## src/rtl/seq_ratio_div_pkg.sv

```systemverilog
// Shared types and constants for the time-shared ratio divider.
// full_scale() gives the saturated quotient value for a given quotient width.
package seq_ratio_div_pkg;

  typedef enum logic [1:0] {
    IDLE  = 2'd0,
    CALC  = 2'd1,
    WRITE = 2'd2
  } engine_state_t;

  localparam int DEF_NUM_CH     = 4;
  localparam int DEF_DIVIDEND_W = 16;
  localparam int DEF_DIVISOR_W  = 16;
  localparam int DEF_OUT_W      = 8;

  function automatic logic [31:0] full_scale(input int out_w);
    return (32'd1 << out_w) - 32'd1;
  endfunction

endpackage

```

## src/rtl/seq_ratio_div_core.sv

```systemverilog
// Single-request restoring-division engine computing round(dividend*FS/divisor),
// saturating to FS when dividend >= divisor or divisor == 0.
module seq_ratio_div_core
  import seq_ratio_div_pkg::*;
#(
  parameter int DIVIDEND_W = DEF_DIVIDEND_W,
  parameter int DIVISOR_W  = DEF_DIVISOR_W,
  parameter int OUT_W      = DEF_OUT_W
) (
  input  logic                  clk,
  input  logic                  rst,
  input  logic                  load,
  input  logic [DIVIDEND_W-1:0] dividend,
  input  logic [DIVISOR_W-1:0]  divisor,
  output logic                  valid,
  output logic [OUT_W-1:0]      result,
  output logic                  result_sat,
  output logic [1:0]            state_dbg
);

  // Handshake: load is honoured only while the engine is IDLE (state_dbg);
  // valid is a one-cycle strobe in WRITE, with result/result_sat stable alongside.

  localparam int OP_W  = (DIVIDEND_W > DIVISOR_W) ? DIVIDEND_W : DIVISOR_W;
  localparam int NUM_W = OP_W + OUT_W;
  localparam int CNT_W = $clog2(OUT_W + 1);
  localparam logic [OUT_W-1:0] FULL = OUT_W'(full_scale(OUT_W));

  engine_state_t state_q, state_d;

  logic [OP_W-1:0]      dvd_ext, dvs_ext;
  logic [NUM_W-1:0]     num;
  logic                 sat_path, sat_flag;
  logic [DIVISOR_W-1:0] rem_q, dvs_q;
  logic [OUT_W-1:0]     shift_q, q_q;
  logic                 sat_path_q, sat_flag_q;
  logic [CNT_W-1:0]     cnt_q;
  logic [DIVISOR_W:0]   trial, diff;
  logic                 ge;

  assign dvd_ext  = OP_W'(dividend);
  assign dvs_ext  = OP_W'(divisor);
  assign sat_path = (divisor == '0) || (dvd_ext >= dvs_ext);
  assign sat_flag = (divisor == '0) || (dvd_ext > dvs_ext);
  // Rounding bias folded into the numerator; fits because dividend < divisor here.
  assign num      = NUM_W'(dvd_ext) * NUM_W'(FULL) + NUM_W'(dvs_ext >> 1);

  // The upper bits of num are already below the divisor, so they seed the remainder
  // and only OUT_W iterations remain.
  assign trial = {rem_q, shift_q[OUT_W-1]};
  assign ge    = (trial >= {1'b0, dvs_q});
  assign diff  = trial - {1'b0, dvs_q};

  always_ff @(posedge clk) begin
    if (rst) state_q <= IDLE;
    else     state_q <= state_d;
  end

  always_comb begin
    state_d = state_q;
    case (state_q)
      IDLE:    if (load) state_d = CALC;
      CALC:    if (cnt_q == CNT_W'(OUT_W - 1)) state_d = WRITE;
      WRITE:   state_d = IDLE;
      default: state_d = IDLE;
    endcase
  end

  always_ff @(posedge clk) begin
    if (rst) begin
      rem_q      <= '0;
      dvs_q      <= '0;
      shift_q    <= '0;
      q_q        <= '0;
      sat_path_q <= 1'b0;
      sat_flag_q <= 1'b0;
      cnt_q      <= '0;
    end else if (state_q == IDLE && load) begin
      rem_q      <= sat_path ? '0 : DIVISOR_W'(num >> OUT_W);
      shift_q    <= num[OUT_W-1:0];
      dvs_q      <= divisor;
      q_q        <= '0;
      sat_path_q <= sat_path;
      sat_flag_q <= sat_flag;
      cnt_q      <= '0;
    end else if (state_q == CALC) begin
      rem_q   <= ge ? diff[DIVISOR_W-1:0] : trial[DIVISOR_W-1:0];
      shift_q <= shift_q << 1;
      q_q     <= (q_q << 1) | OUT_W'(ge);
      cnt_q   <= cnt_q + CNT_W'(1);
    end
  end

  assign valid      = (state_q == WRITE);
  assign result     = sat_path_q ? FULL : q_q;
  assign result_sat = sat_flag_q;
  assign state_dbg  = state_q;

endmodule

```

## src/rtl/seq_ratio_divider.sv

```systemverilog
// Multi-channel ratio divider: per-channel operand capture and pending bits,
// round-robin arbitration onto one shared engine, per-channel result registers.
module seq_ratio_divider
  import seq_ratio_div_pkg::*;
#(
  parameter int NUM_CH     = DEF_NUM_CH,
  parameter int DIVIDEND_W = DEF_DIVIDEND_W,
  parameter int DIVISOR_W  = DEF_DIVISOR_W,
  parameter int OUT_W      = DEF_OUT_W
) (
  input  logic                         clk,
  input  logic                         rst,
  input  logic [NUM_CH-1:0]            start,
  input  logic [NUM_CH*DIVIDEND_W-1:0] dividend,
  input  logic [NUM_CH*DIVISOR_W-1:0]  divisor,
  output logic [NUM_CH*OUT_W-1:0]      quotient,
  output logic [NUM_CH-1:0]            done,
  output logic [NUM_CH-1:0]            sat,
  output logic [NUM_CH-1:0]            busy
);

  localparam int CH_W = (NUM_CH > 1) ? $clog2(NUM_CH) : 1;

  logic [DIVIDEND_W-1:0] op_dvd_q [NUM_CH];
  logic [DIVISOR_W-1:0]  op_dvs_q [NUM_CH];
  logic [NUM_CH-1:0]     pending_q, pending_d, grant_mask;
  logic [CH_W-1:0]       ptr_q, grant_ch, inflight_ch_q, inflight_ch_d;
  logic                  inflight_q, inflight_d;
  logic                  grant_found, load;

  logic [1:0]            engine_state;
  logic                  core_valid, core_sat;
  logic [OUT_W-1:0]      core_result;

  // Round-robin: first pending channel at or after the pointer.
  always_comb begin
    grant_found = 1'b0;
    grant_ch    = '0;
    for (int i = 0; i < NUM_CH; i++) begin
      int idx;
      idx = int'(ptr_q) + i;
      if (idx >= NUM_CH) idx = idx - NUM_CH;
      if (!grant_found && pending_q[idx]) begin
        grant_found = 1'b1;
        grant_ch    = CH_W'(idx);
      end
    end
  end

  assign load       = (engine_state == IDLE) && grant_found;
  assign grant_mask = load ? (NUM_CH'(1) << grant_ch) : '0;
  // A start coinciding with its own grant re-queues: the engine takes the old operands.
  assign pending_d  = (pending_q & ~grant_mask) | start;

  always_comb begin
    inflight_d    = inflight_q;
    inflight_ch_d = inflight_ch_q;
    if (load) begin
      inflight_d    = 1'b1;
      inflight_ch_d = grant_ch;
    end else if (core_valid) begin
      inflight_d    = 1'b0;
    end
  end

  seq_ratio_div_core #(
    .DIVIDEND_W (DIVIDEND_W),
    .DIVISOR_W  (DIVISOR_W),
    .OUT_W      (OUT_W)
  ) u_core (
    .clk        (clk),
    .rst        (rst),
    .load       (load),
    .dividend   (op_dvd_q[grant_ch]),
    .divisor    (op_dvs_q[grant_ch]),
    .valid      (core_valid),
    .result     (core_result),
    .result_sat (core_sat),
    .state_dbg  (engine_state)
  );

  always_ff @(posedge clk) begin
    if (rst) begin
      pending_q     <= '0;
      ptr_q         <= '0;
      inflight_q    <= 1'b0;
      inflight_ch_q <= '0;
      busy          <= '0;
      for (int c = 0; c < NUM_CH; c++) begin
        op_dvd_q[c] <= '0;
        op_dvs_q[c] <= '0;
      end
    end else begin
      pending_q     <= pending_d;
      inflight_q    <= inflight_d;
      inflight_ch_q <= inflight_ch_d;
      busy          <= pending_d | (inflight_d ? (NUM_CH'(1) << inflight_ch_d) : '0);
      if (load) ptr_q <= (int'(grant_ch) == NUM_CH - 1) ? '0 : grant_ch + CH_W'(1);
      for (int c = 0; c < NUM_CH; c++) begin
        if (start[c]) begin
          op_dvd_q[c] <= dividend[c*DIVIDEND_W +: DIVIDEND_W];
          op_dvs_q[c] <= divisor[c*DIVISOR_W +: DIVISOR_W];
        end
      end
    end
  end

  always_ff @(posedge clk) begin
    if (rst) begin
      quotient <= '0;
      sat      <= '0;
      done     <= '0;
    end else begin
      done <= '0;
      if (core_valid) begin
        quotient[int'(inflight_ch_q)*OUT_W +: OUT_W] <= core_result;
        sat[inflight_ch_q]                            <= core_sat;
        done[inflight_ch_q]                           <= 1'b1;
      end
    end
  end

endmodule

```

## config.mk

```make
export PLATFORM = sky130hd
export DESIGN_NAME = seq_ratio_divider
export DESIGN_NICKNAME = d
export VERILOG_FILES = /design/src/rtl/seq_ratio_div_pkg.sv /design/src/rtl/seq_ratio_div_core.sv /design/src/rtl/seq_ratio_divider.sv
export SDC_FILE = /design/constraint.sdc
export NUM_CORES = 1
export LEC_CHECK = 0
export CAP_MARGIN = 20
export CORE_UTILIZATION = 57
export DETAILED_ROUTE_END_ITERATION = 8
export GPL_ROUTABILITY_DRIVEN = 1
export PLACE_DENSITY = 0.79
export SLEW_MARGIN = 30
export SYNTH_ARGS = -nofsm -noshare
export SYNTH_HDL_FRONTEND = slang
export SYNTH_SLANG_ARGS = --single-unit
```

## constraint.sdc

```tcl
create_clock -name clk -period 8.5 [get_ports clk]
set_input_delay 2.125 -clock clk [delete_from_list [all_inputs] [get_ports clk]]
set_output_delay 2.125 -clock clk [all_outputs]
set_load 0.02 [all_outputs]
```

==> impl_metrics.yaml, run 1 <==
worst_setup_path:
  timing.critical_path.arrival_ns: 7.80
  start_kind: "flip-flop"
  setup.worst_path.end_class: "flip-flop"
  crit_path_top_delay_cell: "o22a_2"
  worst_ep_required_time_ns: 8.97
  timing.critical_path.buf_inv: 6
  crit_path_frequent_cell: "inv_1"
  worst_path_largest_cell_delay_ns: 0.54
  crit_path_max_fanout: 51
  crit_path_kind: "flip-flop to flip-flop"
  path_delay_family: "compound AO/OA/AOI/OAI gates"
clocking:
  cts-htree-levels: 1
  cts_tree: "built"
  post-cts-setup-buffers: 0
  clkSinkCount: 237
  clkSlewWorstSetupHoldPaths_ns: 0.06
  clock_tree.buffer_depth: 3
  clock_insertion_delay_worst_skew_ns: 0.54
  clock_tree.root_cell: "clkbuf_16"
  numCtsBuffers: 25
floorplanning:
  coreArea_um2: 26200
  core.rowCount: 59
  ioPinCount: 178
  chipWidth_um: 166
  start_util_pct: 58.4
  die_outline_area_um2: 27500
  die_height_um: 166
synth:
  synth_area_in_adders_pct: 17.8
  synth_flop_type: "edfxtp_1"
  combinational_family_with_the_most_area_after_synthesis: "simple AND/OR/NAND/NOR gates"
  netlist_area_um2: 15300
  synth_compound_gate_area_share_pct: 12.7
  seq_area_frac_synth_pct: 39.4
  yosysWarnings: 0
  synth_xor_area_share_pct: 2.75
  synthesis.nets: 1920
  synth.area.mux_share_pct: 1.59
  mean_instance_size_in_the_synthesized_netlist_um2: 9.46
  post_synth_num_cell_types: 72
  synthesis.instances: 1616
  synthArstFlopShare_pct: 0
  synth_edf_count: 128
  register_bit_count_reported_by_yosys: 237
  post_synth_and_or_nand_nor_area_fraction_pct: 19.0
worst_hold_path:
  worstHoldPathType: "flip-flop to flip-flop"
sta:
  hold-worst-slack_ns: 0.454
  clock.fmax_mhz: 136
  setup_viol: 0
  slew_headroom_pct: 36.2
  final_period_minus_worst_setup_slack_ns: 7.34
  timing_hold_violations_final: 0
  unrepaired_setup_endpoints_after_global_routing: "no"
  final.setup_skew_ns: 0.0160
  timing.setup.tns_ns: 0
  timing_worst_slew_pin_value_ns: 0.948
  report.final.slew_viol_count: 0
  post-route-period-util_pct: 86.3
run:
  max_cap_violations: 0
grt:
  grt_first_pass_wirelength_um: 60700
  grt_antenna_before_repair: 0
  grt_remaining_overflow: 0
  grt_pass1_vias: 11700
  grt_max_degree: 72
  grt_util_all_layers_pct: 27.5
route:
  post-route-drc-count: 0
  post_drt_wl_per_cell_um: 18.0
  detail_route.iter0.violations: 1044
  routed_via_density: 5.62
  routed-via-count: 11900
  drt.antenna.violating_nets: 0
  detailed_routing_iterations_pass_1: 5
  route.final.wire_length_um: 38100
cells_and_area:
  finalNetCount: 2066
  drive_gt1_share_pct: 7.19
  final_cell_area_um2: 18300
  area.growth.synth_to_final_pct: 19.5
placed_design:
  detailed_place_hpwl_um: 28600
  routabilityCongestion: 0.910
  port-buffer-count: 177
  placedInstanceArea_um2: 17300
status:
  outcome: "complete, no violations"
[flip-flops by register name (all words and copies together) (netlist names)]
name and flops:
pending_q 4, op_dvs_q 64, done 4, u_core.dvs_q 16, inflight_ch_q 2, u_core.shift_q 8
u_core.rem_q 16, u_core.result_sat 1, inflight_q 1, u_core.q_q 8, sat 4, u_core.state_dbg 2
u_core.cnt_q 4, op_dvd_q 64, u_core.sat_path_q 1, busy 4, quotient 32, ptr_q 2
[Yosys cell counts (5+ instances only)]
library cell	instances	area, um^2
inv_1	187	702
nand2_1	176	661
and2_1	133	832
edfxtp_1	128	3840
dfxtp_1	109	2180
nor2_1	107	402
a21oi_1	96	480
ha_1	96	1200
fa_1	74	1480
o21ai_0	71	355
clkbuf_1	50	188
a211oi_1	36	270
and3_1	32	200
xnor2_1	29	254
nand3_1	23	115
mux2i_1	22	220
xor2_1	19	166
or2_2	17	106
nor3_1	16	80.1
nor2b_1	14	87.6
a21o_1	12	90.1
nor4_1	11	68.8
a21oi_2	9	78.8
a31o_2	9	78.8
a31oi_1	9	56.3
nor3_2	9	90.1
buf_1	7	26.3
nand4_1	7	43.8
o22ai_1	7	43.8
nand2b_1	6	37.5
or3_1	6	37.5
a311oi_1	5	43.8
buf_6	5	56.3
o21bai_1	5	37.5
[cells by family (layout without fill, tap and decap cells)]
| kind of cell | after synthesis | count (layout) |
|---|---|---|
| fa+ha+maj | 174 | 174 |
| compound gates | 302 | 302 |
| mux | 24 | 24 |
| xor+xnor | 48 | 48 |
| buf+inv | 260 | 425 |
| other cells | 0 | 1 |
| flops | 237 | 237 |
| simple gates | 571 | 571 |
[timing repair]
item	in CTS	in global routing
hold buffers	0	0
gates resized for setup	0	1
setup endpoints to repair	0	1
[tightest hold or removal path, stage by stage (launching register included)]
cell,delay (ns)
dfxtp_1,0.31
nand2_1,0.05
a21oi_1,0.05
[layout make-up]
cell class | instances | area, um^2
fill | 1930 | 7930
inverter | 190 | 718
timing repair buffer | 189 | 1860
multi-input combinational | 1119 | 8280
clock buffer | 29 | 672
antenna | 1 | 2.50
clock inverter | 17 | 298
sequential | 237 | 6030
tap | 335 | 419
[layout by cell type (no fill, tap or decap), drive strengths merged, types with 6 or more instances in the layout]
cell type / instances
and3: 32
and2: 133
bufinv: 8
clkdlybuf4s50: 176
nand2: 176
ha: 96
o22ai: 7
nor2b: 16
o21ai: 73
nand2b: 6
nor2: 108
mux2i: 22
xnor2: 29
fa: 74
clkbuf: 29
a31oi: 9
nor3: 25
inv: 193
a31o: 9
nor4: 12
or2: 18
edfxtp: 128
nand4: 7
a21o: 12
a21oi: 105
a211oi: 41
xor2: 19
or3: 6
buf: 13
nand3: 23
dfxtp: 109
[stage by stage]
stage                     util (%)  worst slack [ns]  cells
after global routing          69.7             0.576   2116
final                         69.7              1.16   2117
after floorplan                  -              1.62   1616
after CTS                     69.6              1.02   2116
after global placement        65.8              1.25   2069
after detailed placement      65.9              1.04   2070
[routing by layer]
metal | track usage, % | share of wire [%] | up-vias
li1 | - | - | 5731
met1 | 38.5 | 44 | 5642
met2 | 46.1 | 47 | 464
met3 | 3.05 | 7.0 | 53
met4 | 6.14 | 1.8 | 0
met5 | 0 | 0 | -
[final timing paths]
check             cells after the start                             to                 startpoint  slack [ns]
setup reg to reg                     26  u_core.rem_q[15]$_SDFFE_PP0P_    pending_q[1]$_SDFF_PP0_        1.16
setup / recovery                     26  u_core.rem_q[15]$_SDFFE_PP0P_    pending_q[1]$_SDFF_PP0_        1.16
hold reg to reg                       2      quotient[18]$_SDFFE_PP0P_  quotient[18]$_SDFFE_PP0P_        0.45
hold / removal                        2      quotient[18]$_SDFFE_PP0P_  quotient[18]$_SDFFE_PP0P_        0.45
Power of run 1 is not shown: default switching activity piles up to over one toggle a cycle in this logic, so the estimate is an artifact.
==> run 2, diff against run 1 <==
--- a/config.mk
+++ b/config.mk
@@ -9,7 +9,7 @@
 export CORE_UTILIZATION = 57
 export DETAILED_ROUTE_END_ITERATION = 8
 export GPL_ROUTABILITY_DRIVEN = 1
-export PLACE_DENSITY = 0.79
+export PLACE_DENSITY = 0.91
 export SLEW_MARGIN = 30
 export SYNTH_ARGS = -nofsm -noshare
 export SYNTH_HDL_FRONTEND = slang
==> run 2 against run 1 <==
  * Die area stayed put
  * Cell count is 0.33% lower
  * Setup slack worse by 0.51 ns
  * Critical path depth stayed put
  * Largest cell class unchanged
  * Count of clock-buffer cells in the layout is 2 higher
  * Register-to-register slack worse by 0.51 ns
  * Utilization is 1.0 points lower
  * Via count is 4.5% higher
  * Highest routed layer is now met5
  * Global-route usage is 1.9 points higher
  * Fmax is 6.5% lower
  * Sequential share of layout area is 0.51 points higher
  * Non-clock buffer count stayed put
==> impl_metrics.yaml, run 2 (same netlist as run 1, synthesis figures left out) <==
clocking:
  clock_tree.buffer_depth: 3
  post_cts_resize_count: 0
  clock_tree.root_cell: "clkbuf_16"
  cts.hold.buffers_added: 0
  post-cts-setup-buffers: 0
  clkSinkCount: 237
  numCtsBuffers: 23
  cts-htree-levels: 1
  clkSlewWorstSetupHoldPaths_ns: 0.06
  clock_insertion_delay_worst_skew_ns: 0.53
  cts_tree: "built"
route:
  post-route-drc-count: 0
  route.final.wire_length_um: 40100
  drt-met1-wl_um: 15800
  routed_via_density: 5.89
  post_drt_wl_per_cell_um: 19.0
  highest_layer: "met5"
  detailed_routing_iterations_pass_1: 5
  met2WireLength_um: 19700
  routed-via-count: 12400
  drt.antenna.violating_nets: 0
  detail_route.iter0.violations: 1148
  route.met3.wl_um: 3220
cells_and_area:
  drive_gt1_share_pct: 6.65
  largestRegisters: "op_dvd_q: 64 flops, op_dvs_q: 64 flops, quotient: 32 flops"
  final_common_cell: "inv_1"
  area.growth.synth_to_final_pct: 17.7
  finalNetCount: 2064
  mostFrequentLayoutCells: "inv_1, nand2_1, clkdlybuf4s50_1, and2_1, edfxtp_1"
  antenna_cells_inserted: 0
grt:
  grt_first_pass_wirelength_um: 64800
  grt_util_all_layers_pct: 29.4
  grt_pass1_vias: 12600
  grt_max_degree: 65
  grt_antenna_before_repair: 1
  grt_remaining_overflow: 0
placed_design:
  detailed_place_hpwl_um: 29900
  routabilityCongestion: 0.890
  port-buffer-count: 177
worst_setup_path:
  regToRegEndpoint: "u_core.rem_q[15]$_SDFFE_PP0P_"
  r2r_cells: 26
  r2r_setup_slack_ns: 0.65
  crit_path_kind: "flip-flop to flip-flop"
  crit_path_max_fanout: 51
  crit_path_top_delay_cell: "clkinv_2"
  setup.worst_path.end_class: "flip-flop"
  crit_path_frequent_cell: "inv_1"
  start_kind: "flip-flop"
  timing.critical_path.arrival_ns: 8.29
  worst_ep_required_time_ns: 8.95
  worst_path_largest_cell_delay_ns: 0.80
  rr_startpoint: "pending_q[1]$_SDFF_PP0_"
worst_hold_path:
  min_delay_path_depth: 2
  worstHoldPathType: "flip-flop to flip-flop"
  hold_path_start: "quotient[23]$_SDFFE_PP0P_"
  hold_end: "quotient[23]$_SDFFE_PP0P_"
sta:
  slew_headroom_pct: 35.7
  timing_hold_violations_final: 0
  setup_viol: 0
  clock.fmax_mhz: 127
  unrepaired_setup_endpoints_after_global_routing: "no"
  report.final.slew_viol_count: 0
  timing_worst_slew_pin_value_ns: 0.960
  final_period_minus_worst_setup_slack_ns: 7.85
  timing.setup.tns_ns: 0
  post-route-period-util_pct: 92.3
  final.setup_skew_ns: 0.0154
floorplanning:
  die_outline_area_um2: 27500
  core.rowCount: 59
  ioPinCount: 178
  die_height_um: 166
  chipWidth_um: 166
  coreArea_um2: 26200
  start_util_pct: 58.4
status:
  outcome: "complete, no violations"
run:
  max_cap_violations: 0
## run 2: layer usage
metal / up-vias / track usage, %
li1: 5738 / -
met1: 5935 / 37.6
met2: 647 / 51.0
met3: 104 / 4.17
met4: 2 / 10.5
met5: - / 0
## run 2: layout make-up
cell class,count,area [um^2]
Sequential cell,237,6030
Timing Repair Buffer,189,1880
Multi-Input combinational cell,1119,8280
Clock inverter,9,40.0
Fill cell,1800,8210
Clock buffer,31,636
Tap cell,335,419
Inverter,190,717
## run 2: worst max-delay path, delay by kind of cell, from the launching register on
family | cells | cell delay (ns)
adders and majority gates | 5 | 2.10
xor gates and xnor gates | 2 | 0.58
AOI/OAI and AO/OA | 10 | 2.99
buffers and inverters | 5 | 1.01
and+or+nand+nor | 4 | 0.64
DFF | 1 | 0.45
## run 2: worst max-delay path by stage
stage	start	end	slack, ns	cells past startpoint
detailed placement	pending_q[0]$_SDFF_PP0_	u_core.rem_q[15]$_SDFFE_PP0P_	1.07	28
finish	pending_q[1]$_SDFF_PP0_	u_core.rem_q[15]$_SDFFE_PP0P_	0.65	26
floorplan	pending_q[0]$_SDFF_PP0_	u_core.rem_q[15]$_SDFFE_PP0P_	1.62	31
global placement	pending_q[0]$_SDFF_PP0_	u_core.rem_q[15]$_SDFFE_PP0P_	1.33	26
global route	pending_q[1]$_SDFF_PP0_	u_core.rem_q[15]$_SDFFE_PP0P_	0.003	26
CTS	pending_q[0]$_SDFF_PP0_	u_core.rem_q[15]$_SDFFE_PP0P_	1.04	27
## run 2: metrics by stage
stage	setup WS (ns)	util (%)	cells	hold slack [ns]	instance area, um^2
CTS	1.04	68.5	2110	0.455	18000
finish	0.652	68.7	2110	0.454	18000
floorplan	1.62	-	1616	0.432	15300
global placement	1.33	65.8	2068	0.440	17200
detailed placement	1.07	66.0	2070	0.447	17300
global route	0.00256	68.7	2110	0.466	18000
Power of run 2 is left out for the same reason.
==> run 3, diff against run 2 <==
--- a/config.mk
+++ b/config.mk
@@ -10,6 +10,7 @@
 export DETAILED_ROUTE_END_ITERATION = 8
 export GPL_ROUTABILITY_DRIVEN = 1
 export PLACE_DENSITY = 0.91
+export SETUP_SLACK_MARGIN = 0.3
 export SLEW_MARGIN = 30
 export SYNTH_ARGS = -nofsm -noshare
 export SYNTH_HDL_FRONTEND = slang
==> run 3 against run 2 <==
  * Count of clock-buffer cells in the layout stayed put
  * Wire length hardly changed
  * Die area stayed put
  * Cell count stayed put
  * Global-route usage stayed put
  * Via count is 0.25% higher
  * Utilization hardly changed
  * Setup slack better by 0.33 ns
==> impl_metrics.yaml, run 3 (same netlist as run 1, synthesis figures left out) <==
sta:
  setup_viol: 0
  timing_worst_slew_pin_value_ns: 0.952
  slew_headroom_pct: 36.2
  final_period_minus_worst_setup_slack_ns: 7.52
  report.final.slew_viol_count: 0
  timing.setup.tns_ns: 0
  timing_hold_violations_final: 0
  clock.fmax_mhz: 133
  final.setup_skew_ns: 0.0158
  unrepaired_setup_endpoints_after_global_routing: "no"
  post-route-period-util_pct: 88.4
floorplanning:
  coreArea_um2: 26200
  start_util_pct: 58.4
  die_outline_area_um2: 27500
  ioPinCount: 178
  chipWidth_um: 166
  die_height_um: 166
  core.rowCount: 59
clocking:
  clock_tree.root_cell: "clkbuf_16"
  numCtsBuffers: 23
  clkSinkCount: 237
  post_cts_resize_count: 0
  cts-htree-levels: 1
  clock_tree.buffer_depth: 3
  clock_insertion_delay_worst_skew_ns: 0.53
  cts.hold.buffers_added: 0
  cts_tree: "built"
  clkSlewWorstSetupHoldPaths_ns: 0.06
  post-cts-setup-buffers: 0
route:
  drt.antenna.violating_nets: 0
  post_drt_wl_per_cell_um: 19.0
  route.final.wire_length_um: 40100
  post-route-drc-count: 0
  detailed_routing_iterations_pass_1: 6
  routed-via-count: 12500
  routed_via_density: 5.90
  detail_route.iter0.violations: 1148
cells_and_area:
  largestRegisters: "op_dvd_q: 64 flops, op_dvs_q: 64 flops, quotient: 32 flops"
  final_cell_count_no_fill: 2110
  area.growth.synth_to_final_pct: 17.7
  n_fill_cell: 1800
  drive_gt1_share_pct: 6.65
  mostFrequentLayoutCells: "inv_1, nand2_1, clkdlybuf4s50_1, and2_1, edfxtp_1"
  final_common_cell: "inv_1"
  antenna_cells_inserted: 0
  finalNetCount: 2064
run:
  max_cap_violations: 0
placed_design:
  routabilityCongestion: 0.890
  port-buffer-count: 177
  detailed_place_hpwl_um: 29900
  dp.cells: 2070
worst_setup_path:
  crit_path_max_fanout: 64
  timing.critical_path.arrival_ns: 7.96
  start_kind: "flip-flop"
  crit_path_kind: "flip-flop to flip-flop"
  setup.worst_path.end_class: "flip-flop"
  worst_ep_required_time_ns: 8.95
grt:
  grt_first_pass_wirelength_um: 64800
  grt_pass1_vias: 12600
  grt_remaining_overflow: 0
  grt_util_all_layers_pct: 29.4
  grt_max_degree: 65
  grt_antenna_before_repair: 1
worst_hold_path:
  worstHoldPathType: "flip-flop to flip-flop"
status:
  outcome: "complete, no violations"
run 3: path summary, 6_finish.rpt:
check                                  endpoint                 startpoint  cells past startpoint  slack, ns
setup reg to reg  u_core.rem_q[15]$_SDFFE_PP0P_      ptr_q[0]$_SDFFE_PP0P_                     27       0.98
setup / recovery  u_core.rem_q[15]$_SDFFE_PP0P_      ptr_q[0]$_SDFFE_PP0P_                     27       0.98
hold reg to reg       quotient[23]$_SDFFE_PP0P_  quotient[23]$_SDFFE_PP0P_                      2       0.45
hold / removal        quotient[23]$_SDFFE_PP0P_  quotient[23]$_SDFFE_PP0P_                      2       0.45
run 3: worst max-delay path, cell delays in order (launching register included):
cell       delay, ns
dfxtp_1         0.41
nor2b_1         0.11
o21ba_1         0.22
nor2_4          0.72
inv_4           0.48
nand2_1         0.19
nand3_1         0.09
nand2_1         0.34
xnor2_1         0.20
ha_1            0.39
inv_1           0.08
fa_1            0.53
inv_1           0.05
fa_1            0.53
inv_1           0.06
fa_1            0.53
inv_1           0.04
ha_1            0.23
nor4_1          0.24
o21ai_0         0.16
a41oi_1         0.37
o21ai_0         0.26
a2111oi_0       0.45
o21bai_1        0.13
a21oi_1         0.19
xnor2_1         0.16
a21oi_2         0.08
nor3_2          0.15
run 3: metal layers:
metal / track usage [%] / routed length, um / vias to the layer above
met1: 37.6 / 15800 / 5936
met3: 4.17 / 3220 / 122
met2: 51.0 / 19600 / 663
met5: 0 / 12 / -
li1: - / - / 5734
met4: 10.5 / 1430 / 2
run 3: area by class of cell:
cell class | count | area, um^2 | area share (%)
Multi-Input combinational cell | 1119 | 8280 | 46.0
Sequential cell | 237 | 6030 | 33.5
Timing Repair Buffer | 189 | 1880 | 10.5
Inverter | 190 | 718 | 3.99
Clock buffer | 31 | 636 | 3.53
Tap cell | 335 | 419 | 2.33
Clock inverter | 9 | 40.0 | 0.222
run 3: metrics by stage:
step           instance area [um^2]  utilization [%]  hold WS, ns  setup slack, ns
6_report                      18000             68.7        0.455            0.983
5_1_grt                       18000             68.7        0.466            0.342
4_1_cts                       18000             68.5        0.455             1.04
3_5_place_dp                  17300             66.0        0.447             1.07
3_3_place_gp                  17200             65.8        0.440             1.33
2_1_floorplan                 15300                -        0.432             1.62
Power of run 3 is left out for the same reason.
